<file path="config.mk">
export PLATFORM = sky130hd
export DESIGN_NAME = br_trace_queue
export DESIGN_NICKNAME = d
export VERILOG_FILES = /design/src/rtl/br_trace_queue.sv
export SDC_FILE = /design/constraint.sdc
export NUM_CORES = 1
export LEC_CHECK = 0
export ABC_AREA = 1
export CAP_MARGIN = 20
export CORE_ASPECT_RATIO = 1.5
export CORE_UTILIZATION = 49
export DETAILED_ROUTE_END_ITERATION = 8
export GPL_TIMING_DRIVEN = 1
export PLACE_DENSITY = 0.73
export RECOVER_POWER = 50
export SYNTH_ARGS = -nofsm -noshare
export SYNTH_HDL_FRONTEND = slang
export SYNTH_SLANG_ARGS = --single-unit
</file>
<file path="constraint.sdc">
create_clock -name clock -period 11.05 [get_ports clock]
set_input_delay 2.21 -clock clock [delete_from_list [all_inputs] [get_ports clock]]
set_output_delay 2.21 -clock clock [all_outputs]
set_load 0.1 [all_outputs]
</file>
<file path="src/rtl/br_trace_queue.sv">
// Branch trace queue: buffers resolved-branch records between the stage-3 trace
// source and the predictor-update port, tagging each with its RAS operation.
module br_trace_queue #(
  parameter int unsigned DEPTH = 8
) (
  input  logic                     clock,
  input  logic                     reset,
  input  logic                     enq_valid,
  input  logic [31:0]              enq_pc,
  input  logic [31:0]              enq_target,
  input  logic [1:0]               enq_br_type,
  input  logic                     enq_taken,
  input  logic [4:0]               enq_rs1,
  input  logic [4:0]               enq_rd,
  input  logic                     flush,
  input  logic                     deq_ready,
  output logic                     deq_valid,
  output logic [31:0]              deq_pc,
  output logic [31:0]              deq_target,
  output logic [1:0]               deq_br_type,
  output logic                     deq_taken,
  output logic [1:0]               deq_ras_op,
  output logic [31:0]              trace_ptr,
  output logic [$clog2(DEPTH):0]   count,
  output logic                     overflow
);

  localparam int unsigned AW = $clog2(DEPTH);
  localparam logic [AW:0] FULL_CNT = (AW+1)'(DEPTH);

  typedef struct packed {
    logic [31:0] pc;
    logic [31:0] target;
    logic [1:0]  br_type;
    logic        taken;
    logic [1:0]  ras_op;
  } entry_t;

  entry_t        mem [DEPTH];
  entry_t        head_entry;
  logic [AW-1:0] head;
  logic [AW-1:0] tail;
  logic          eligible;
  logic          deq_fire;
  logic          enq_acc;
  logic          enq_drop;
  logic          full;

  function automatic logic is_link(input logic [4:0] r);
    return (r == 5'd1) || (r == 5'd5);
  endfunction

  function automatic logic [1:0] ras_op_of(input logic [1:0] ty,
                                           input logic [4:0] rs1,
                                           input logic [4:0] rd);
    logic [1:0] op;
    op = 2'b00;
    if (ty == 2'b10) begin
      op = is_link(rd) ? 2'b01 : 2'b00;
    end else if (ty == 2'b11) begin
      unique case ({is_link(rd), is_link(rs1)})
        2'b01:   op = 2'b10;
        2'b10:   op = 2'b01;
        2'b11:   op = (rs1 == rd) ? 2'b01 : 2'b11;
        default: op = 2'b00;
      endcase
    end
    return op;
  endfunction

  always_comb begin
    full      = (count == FULL_CNT);
    deq_valid = (count != '0);
    deq_fire  = deq_valid && deq_ready;
    eligible  = enq_valid && (enq_br_type != 2'b00) && !flush;
    enq_acc   = eligible && (!full || deq_fire);
    enq_drop  = eligible && full && !deq_fire;
  end

  // Outputs come only from stored head state; zeroed whenever the queue is empty.
  always_comb begin
    head_entry  = mem[head];
    deq_pc      = '0;
    deq_target  = '0;
    deq_br_type = '0;
    deq_taken   = 1'b0;
    deq_ras_op  = '0;
    if (deq_valid) begin
      deq_pc      = head_entry.pc;
      deq_target  = head_entry.target;
      deq_br_type = head_entry.br_type;
      deq_taken   = head_entry.taken;
      deq_ras_op  = head_entry.ras_op;
    end
  end

  always_ff @(posedge clock) begin
    if (enq_acc) begin
      mem[tail] <= '{pc:      enq_pc,
                     target:  enq_target,
                     br_type: enq_br_type,
                     taken:   enq_taken,
                     ras_op:  ras_op_of(enq_br_type, enq_rs1, enq_rd)};
    end
  end

  always_ff @(posedge clock or negedge reset) begin
    if (!reset) begin
      head      <= '0;
      tail      <= '0;
      count     <= '0;
      trace_ptr <= '0;
      overflow  <= 1'b0;
    end else if (flush) begin
      head  <= '0;
      tail  <= '0;
      count <= '0;
    end else begin
      if (enq_acc) begin
        tail      <= tail + 1'b1;
        trace_ptr <= trace_ptr + 32'd1;
      end
      if (deq_fire) begin
        head <= head + 1'b1;
      end
      if (enq_drop) begin
        overflow <= 1'b1;
      end
      unique case ({enq_acc, deq_fire})
        2'b10:   count <= count + 1'b1;
        2'b01:   count <= count - 1'b1;
        default: count <= count;
      endcase
    end
  end

endmodule

</file>
==> summary.md, run 1 <==
| Metric | Value |
|---|---|
| CP max stage delay | `1.20 ns` |
| Finished Core Util | `58.7%` |
| Startpoint-to-endpoint class of the critical path | `reg -> out` |
| Area growth syn-to-layout | `17.5%` |
| Synth Area per Inst | `12.5 um^2` |
| Post-CTS Setup Repair Bufs | `0` |
| Routed WL per cell | `20.1 um` |
| Share of cells above drive strength 1 | `5.29%` |
| Dominant combinational cell family by area after synthesis | `simple AND/OR/NAND/NOR gates` |
| CP Data Required Time | `8.84 ns` |
| Starting density of the core | `50.0%` |
| Leak Pwr | `9.47 nW` |
| Syn nets | `2000` |
| Post-route ant nets | `0` |
| Top-area cell type share of the netlist area | `69.2%` |
| Number of inserted filler cells in the final layout | `3712` |
| Number of search-and-repair iterations in the first detailed-routing pass | `5` |
| Number of distinct standard cells referenced by the synthesized netlist | `27` |
| Type of origin of the critical path | `register` |
| Core Area | `47900 um^2` |
| Final Critical Period | `7.37 ns` |
| Worst-path fanout max | `191` |
| CP max-delay cell | `sky130_fd_sc_hd__clkdlybuf4s50_1` |
| Final count of pins violating max slew | `0` |
| Fraction of synthesized area in multiplexers | `0%` |
| Most common library cell in the layout ignoring fill and taps | `sky130_fd_sc_hd__nor2_1` |
| Final worst hold slack | `0.518 ns` |
| Maximum buffer depth of the clock tree | `3` |
| Share of the synthesized area in compound gates (AO/OA/AOI/OAI) | `9.84%` |
| Dominant cell type by count on the critical path | `sky130_fd_sc_hd__nor2_1` |
| Post-route setup TNS | `0 ns` |
| Die height | `273 um` |
| Global route total overflow | `0` |
| CP Cell Sequence | `inv_8, buf_4, nor2_1, o32ai_1, o21ai_1, nor2_1, clkdlybuf4s50_1` |
| CTS tree | `done` |
| Setup repair after global routing missed its margin | `false` |
| Final Cell Area | `28100 um^2` |
| Placed cell area | `26300 um^2` |
| Worst slew margin relative to its limit | `13.1%` |
| Highest-count cells in the layout ignoring fill and taps | `603 x sky130_fd_sc_hd__nor2_1, 552 x sky130_fd_sc_hd__edfxtp_1, 157 x sky130_fd_sc_hd__o21ai_0, 138 x sky130_fd_sc_hd__o32ai_1, 115 x sky130_fd_sc_hd__nand2_1` |
| Part of the power in combinational logic | `39.1%` |
| GR Util All Layers | `22.1%` |
| Sequential power share | `35.4%` |
| Synthesis-stage register bit count | `595` |
| Root buffer cell | `sky130_fd_sc_hd__clkbuf_16` |
| Switching part of the total | `42.5%` |
| PD cells | `261 nW/um^2` |
| Post-synthesis sequential area ratio | `73.7%` |
| Max-Cap Viols | `0` |
| Maximum ir drop on the vdd rail | `0.210 mV` |
| Die Area | `49800 um^2` |
| Switch Pwr | `3.12 mW` |
| Data arrival time at the worst-slack endpoint | `5.16 ns` |
| Leading area contributor after synthesis | `sky130_fd_sc_hd__edfxtp_1` |
| H-tree depth | `2` |
| Area share of fa/ha/maj cells after synthesis | `0.261%` |
| Remaining DRCs | `0` |
| Total Nets Final | `2144` |
| CTS Hold Buffers Added | `0` |
| Worst Max-Slew Pin Slew | `1.30 ns` |
| Clock transition at the register clock pins on the worst setup and hold paths after CTS | `0.06 ns` |
| Via count of the first global-routing pass | `15700` |
| Family with the most delay on the worst path | `buffers and inverters` |
| First-pass GRT wire length | `85.6 mm` |
| TritonCTS buffer count | `53` |
| Post-Synthesis Cell Area | `24000 um^2` |
| Die outline width | `183 um` |
| Starting DRC count in detailed routing | `1531` |
| Sinks on the clock net | `595` |
| Clock network fraction of total power | `25.5%` |
| Worst-skew pair later-pin latency | `0.60 ns` |
| CTS-repair resized insts | `0` |
| Via-to-Cell Ratio | `5.69` |
| Synthesized-area fraction occupied by and/or/nand/nor cells | `12.2%` |
| Routability Congestion | `0.881` |
| IO buf count | `188` |
| Multi-input gate area in the final layout | `5690 um^2` |
| Area occupied by registers | `17700 um^2` |
| Setup Skew | `0.0284 ns` |
| Worst min-delay path class | `reg -> reg` |
| Largest cells by area after synthesis | `sky130_fd_sc_hd__edfxtp_1 69%, sky130_fd_sc_hd__nor2_1 9.6%, sky130_fd_sc_hd__o32ai_1 5.0%` |
| Ratio of final minimum period to clock period | `66.7%` |
| XOR/XNOR share of the synthesized area | `1.17%` |
| Count of warnings emitted by yosys | `0` |
| Max Clock Freq | `136 MHz` |
| Number of antenna violations at the first check in global routing | `5` |
| Pin count of the biggest net entering global routing | `230` |
| Critical path buffer and inverter count | `3` |
| Top-Level Pins | `189` |
| Final setup viols | `0` |
| Run status | `finished, final reports clean` |
| # rows | `98` |
| Routed wire length | `55.3 mm` |
| Number of standard cells after synthesis | `1913` |
| HPWL after detailed placement | `30.0 mm` |
| Total number of vias | `15700` |
| Final hold violation count | `0` |
| Int Pwr | `4.23 mW` |
| Worst Setup End Kind | `output port` |
path summary, 6_finish.rpt:
path | from | end | slack, ns | cells after the start
worst min-delay path | trace_ptr[10]$_DFFE_PN0P_ | trace_ptr[10]$_DFFE_PN0P_ | 0.52 | 1
max in group asynchronous | reset | head[0]$_DFFE_PN0P_ | 7.36 | 2
worst min register to register | trace_ptr[10]$_DFFE_PN0P_ | trace_ptr[10]$_DFFE_PN0P_ | 0.52 | 1
worst max register to register | count[0]$_DFFE_PN0P_ | mem[3][39]$_DFFE_PP_ | 6.71 | 7
worst max-delay path | head[0]$_DFFE_PN0P_ | deq_target[5] | 3.68 | 7
min in group asynchronous | reset | count[0]$_DFFE_PN0P_ | 1.79 | 1
final cells by class:
class | instances | share of cell area [%]
flip-flops and latches | 595 | 62.8
multi-input cells | 1165 | 20.2
repair buffers | 206 | 7.32
clock buffers | 61 | 4.85
well taps | 650 | 2.89
clock inverters | 37 | 1.45
inverters | 36 | 0.507
diodes | 2 | 0.0178
per-stage QoR:
step           setup WS, ns  total power, mW  instances
2_1_floorplan          4.67             4.82       1913
3_3_place_gp           4.36             5.49       2649
3_5_place_dp           4.27             5.54       2649
4_1_cts                3.70             7.40       2747
5_1_grt                3.43             7.61       2751
6_report               3.68             7.35       2752
power groups by stage:
| stage | registers, mW | clock network [mW] | logic [mW] |
|---|---|---|---|
| 6_report | 2.60 | 1.87 | 2.88 |
| 5_1_grt | 2.61 | 1.98 | 3.02 |
| 4_1_cts | 2.61 | 1.90 | 2.88 |
| 3_5_place_dp | 2.66 | 0 | 2.87 |
| 3_3_place_gp | 2.66 | 0 | 2.83 |
| 2_1_floorplan | 2.78 | 0 | 2.04 |
flip-flops by register name, indices dropped and copies added, names as in the netlist:
name and flops:
mem 552, head 3, trace_ptr 32, overflow 1, tail 3, count 4
layer usage:
metal	share of wire [%]	track usage, %	vias to the layer above
met1	38	26.4	7853
met4	2.6	8.23	4
met5	0.040	0	-
met3	5.4	2.93	99
met2	54	40.5	508
li1	-	-	7204
cell usage after synthesis:
master and instances:
sky130_fd_sc_hd__o21a_1 1, sky130_fd_sc_hd__buf_2 32, sky130_fd_sc_hd__nor3_1 10, sky130_fd_sc_hd__nand2_1 116, sky130_fd_sc_hd__clkbuf_1 70, sky130_fd_sc_hd__nor4_1 2, sky130_fd_sc_hd__nand3b_1 3, sky130_fd_sc_hd__o21bai_1 1
sky130_fd_sc_hd__buf_4 12, sky130_fd_sc_hd__xor2_1 20, sky130_fd_sc_hd__ha_1 5, sky130_fd_sc_hd__a21boi_0 1, sky130_fd_sc_hd__a21oi_1 5, sky130_fd_sc_hd__nor2_4 1, sky130_fd_sc_hd__o21ai_0 157, sky130_fd_sc_hd__inv_1 34
sky130_fd_sc_hd__o21ai_1 63, sky130_fd_sc_hd__nand4_1 10, sky130_fd_sc_hd__buf_1 1, sky130_fd_sc_hd__nor2_1 610, sky130_fd_sc_hd__dfrtp_1 43, sky130_fd_sc_hd__inv_2 2, sky130_fd_sc_hd__edfxtp_1 552, sky130_fd_sc_hd__nand3_1 10
sky130_fd_sc_hd__buf_6 2, sky130_fd_sc_hd__xnor2_1 12, sky130_fd_sc_hd__o32ai_1 138
cell families after synthesis:
family	Yosys count
adder cells (fa/ha/maj)	5
flip-flops	595
buffers and inverters	153
AO/OA/AOI/OAI	366
XOR/XNOR	32
AND/OR/NAND/NOR	762
Power figures use the tool's default switching activity.
==> run 2: changes to the inputs <==
- PLACE_DENSITY: 0.73 -> 0.76
- clock period: 11.05 -> 6.4 ns (I/O delays scaled with it)
==> run 2 against run 1 <==
Compared with the run above: the flow now finishes with violations (max-capacitance violations, max-slew violations); power grew 69%; sequential power is 72% higher; critical path depth shrank 1; design area about the same; highest routed layer unchanged.
==> summary.md, run 2 (synthesis results as in run 1) <==
| Metric | Value |
|---|---|
| Dominant cell type by count on the critical path | `sky130_fd_sc_hd__nor2_1` |
| First-pass GRT wire length | `84.7 mm (-1.0%)` |
| Multi-input gate area in the final layout | `5690 um^2 (about the same)` |
| Number of standard cells in the layout, taps in and fillers out | `2767 (+0.55%)` |
| Worst Setup End Kind | `output port` |
| Largest registers ranked by flip-flop count | `mem x552, trace_ptr x32, count x4` |
| Post-CTS Setup Repair Bufs | `0 (unchanged)` |
| Reg with most FFs | `mem` |
| Worst-skew pair later-pin latency | `0.58 ns (-0.02 ns)` |
| IO buf count | `188 (unchanged)` |
| Area occupied by registers | `17700 um^2 (unchanged)` |
| Routed WL per cell | `19.6 um (-2.4%)` |
| Core Area | `47900 um^2 (unchanged)` |
| Routability Congestion | `0.858 (-2.5%)` |
| Worst slew margin relative to its limit | `-29.9% (-43 points)` |
| CP max stage delay | `1.20 ns (about the same)` |
| Die outline width | `183 um (unchanged)` |
| Routed wire length | `54.2 mm (-1.9%)` |
| Number of flip-flops under the largest register name | `552 (unchanged)` |
| Worst Max-Slew Pin Slew | `1.95 ns (+0.645 ns)` |
| Data arrival time at the worst-slack endpoint | `4.45 ns (-0.71 ns)` |
| Share of cells above drive strength 1 | `5.21% (-0.072 points)` |
| Startpoint-to-endpoint class of the critical path | `reg -> out` |
| Via-to-Cell Ratio | `5.66 (-0.59%)` |
| Maximum ir drop on the vdd rail | `0.466 mV (+120%)` |
| Die height | `273 um (unchanged)` |
| Worst min-delay path class | `reg -> reg` |
| Number of search-and-repair iterations in the first detailed-routing pass | `6 (+1)` |
| TritonCTS buffer count | `51 (-3.8%)` |
| Leak Pwr | `9.44 nW (-0.34%)` |
| CTS-repair resized insts | `0 (unchanged)` |
| Number of antenna violations at the first check in global routing | `10 (+5)` |
| Total Nets Final | `2156 (+0.56%)` |
| Finished Core Util | `58.7% (about the same)` |
| Sinks on the clock net | `595 (unchanged)` |
| Final hold violation count | `0 (unchanged)` |
| Starting DRC count in detailed routing | `1492 (-2.5%)` |
| GR Util All Layers | `21.8% (-0.37 points)` |
| Part of the power in combinational logic | `40.5% (+1.4 points)` |
| Area growth syn-to-layout | `17.5% (about the same)` |
| Placed Cells incl. Taps | `2665 (+0.60%)` |
| Highest-count cells in the layout ignoring fill and taps | `603 x sky130_fd_sc_hd__nor2_1, 552 x sky130_fd_sc_hd__edfxtp_1, 157 x sky130_fd_sc_hd__o21ai_0, 138 x sky130_fd_sc_hd__o32ai_1, 116 x sky130_fd_sc_hd__nand2_1` |
| Final count of pins violating max slew | `71 (+71)` |
| Switching part of the total | `42.7% (+0.25 points)` |
| Final Critical Period | `5.73 ns` |
| Worst-path fanout max | `33 (-83%)` |
| Max-Cap Viols | `2 (+2)` |
| Type of origin of the critical path | `register` |
| HPWL after detailed placement | `31.8 mm (+6.1%)` |
| Post-route setup TNS | `0 ns (unchanged)` |
| Int Pwr | `7.10 mW (+68%)` |
| Post-route ant nets | `0 (unchanged)` |
| Root buffer cell | `sky130_fd_sc_hd__clkbuf_16` |
| Power Total | `12.4 mW (+69%)` |
| Ratio of final minimum period to clock period | `89.6%` |
| Remaining DRCs | `0 (unchanged)` |
| # rows | `98 (unchanged)` |
| Final setup viols | `0 (unchanged)` |
| Clock network fraction of total power | `23.5% (-2.0 points)` |
| Starting density of the core | `50.0% (unchanged)` |
| CTS Hold Buffers Added | `0 (unchanged)` |
| H-tree depth | `2 (unchanged)` |
| Violated checks | `max-capacitance violations, max-slew violations` |
| Top-Level Pins | `189 (unchanged)` |
| Pin count of the biggest net entering global routing | `278 (+21%)` |
| Sequential power share | `36.0% (+0.6 points)` |
| CP Cell Sequence | `nor2_1, nand2_1, buf_4, o21ai_1, nor2_1, clkdlybuf4s50_1` |
| CTS tree | `done` |
| Run status | `finished with violations` |
| CP max-delay cell | `sky130_fd_sc_hd__clkdlybuf4s50_1` |
| CP Data Required Time | `5.12 ns (-3.72 ns)` |
| Number of inserted filler cells in the final layout | `3644 (-1.8%)` |
| Switch Pwr | `5.29 mW (+70%)` |
| Most common library cell in the layout ignoring fill and taps | `sky130_fd_sc_hd__nor2_1` |
| Max Clock Freq | `174 MHz` |
| Total number of vias | `15700 (-0.051%)` |
| Die Area | `49800 um^2 (unchanged)` |
| Setup Skew | `0.0196 ns (-0.00880 ns)` |
| Setup repair after global routing missed its margin | `false` |
| Via count of the first global-routing pass | `16000 (+1.9%)` |
| Global route total overflow | `0 (unchanged)` |
| PD cells | `440 nW/um^2 (+69%)` |
| Clock transition at the register clock pins on the worst setup and hold paths after CTS | `0.06 ns (about the same)` |
| Maximum buffer depth of the clock tree | `3 (unchanged)` |
-- run 2: changes by cell type in the layout (fill, tap and decap cells not counted), moves of 5 or more --
| cell | previous run | this run |
|---|---|---|
| sky130_fd_sc_hd__buf_12 | 1 | 12 |
| sky130_fd_sc_hd__clkdlybuf4s50_1 | 97 | 108 |
| sky130_fd_sc_hd__dlygate4sd3_1 | 90 | 79 |
| sky130_fd_sc_hd__bufinv_16 | 7 | 1 |
| sky130_fd_sc_hd__clkbuf_1 | 9 | 15 |
| sky130_fd_sc_hd__clkinv_2 | 12 | 6 |
| sky130_fd_sc_hd__diode_2 | 2 | 7 |
-- run 2: worst paths after layout --
path,startpoint,end,slack [ns],cells after the start
worst max-delay path,count[0]$_DFFE_PN0P_,deq_target[27],0.67,6
worst min-delay path,trace_ptr[10]$_DFFE_PN0P_,trace_ptr[10]$_DFFE_PN0P_,0.52,1
worst max register to register,count[0]$_DFFE_PN0P_,mem[6][63]$_DFFE_PP_,2.70,8
worst min register to register,trace_ptr[10]$_DFFE_PN0P_,trace_ptr[10]$_DFFE_PN0P_,0.52,1
max in group asynchronous,reset,head[0]$_DFFE_PN0P_,3.36,2
min in group asynchronous,reset,trace_ptr[14]$_DFFE_PN0P_,0.61,1
-- run 2: per-stage QoR --
stage	hold slack (ns)	cell area, um^2	worst slack (ns)
2_1_floorplan	0.549	24000	0.947
3_3_place_gp	0.512	26600	1.72
3_5_place_dp	0.514	26600	1.67
4_1_cts	0.527	28100	1.06
5_1_grt	0.541	28100	0.536
6_report	0.520	28100	0.668
-- run 2: power by group through the flow --
stage	combinational, mW	sequential (mW)	clock, mW
3_3_place_gp	4.96	4.54	0
2_1_floorplan	3.52	4.81	0
3_5_place_dp	5.03	4.55	0
5_1_grt	5.28	4.48	3.08
4_1_cts	5.05	4.46	2.95
6_report	5.02	4.47	2.91
-- run 2: area by class of cell --
type                            instances  share of cell area [%]
Timing Repair Buffer                  220                    8.02
Sequential cell                       595                    62.7
Clock inverter                         24                   0.467
Clock buffer                           70                    5.11
Antenna cell                            7                  0.0622
Multi-Input combinational cell       1165                    20.2
Inverter                               36                   0.507
Tap cell                              650                    2.89
-- run 2: critical path: cells and delay by family, from the launching register on --
family	cells	cell delay, ns
DFF	1	0.44
AOI/OAI and AO/OA	1	0.13
buffers and inverters	2	1.74
and+or+nand+nor	3	1.53
-- run 2: layer usage --
layer / vias up / routed length [um] / global-route usage, %
met5: - / 38 / 0
met4: 8 / 1910 / 9.58
met3: 126 / 3200 / 2.99
met2: 585 / 28400 / 38.6
met1: 7701 / 20600 / 26.4
li1: 7240 / - / -
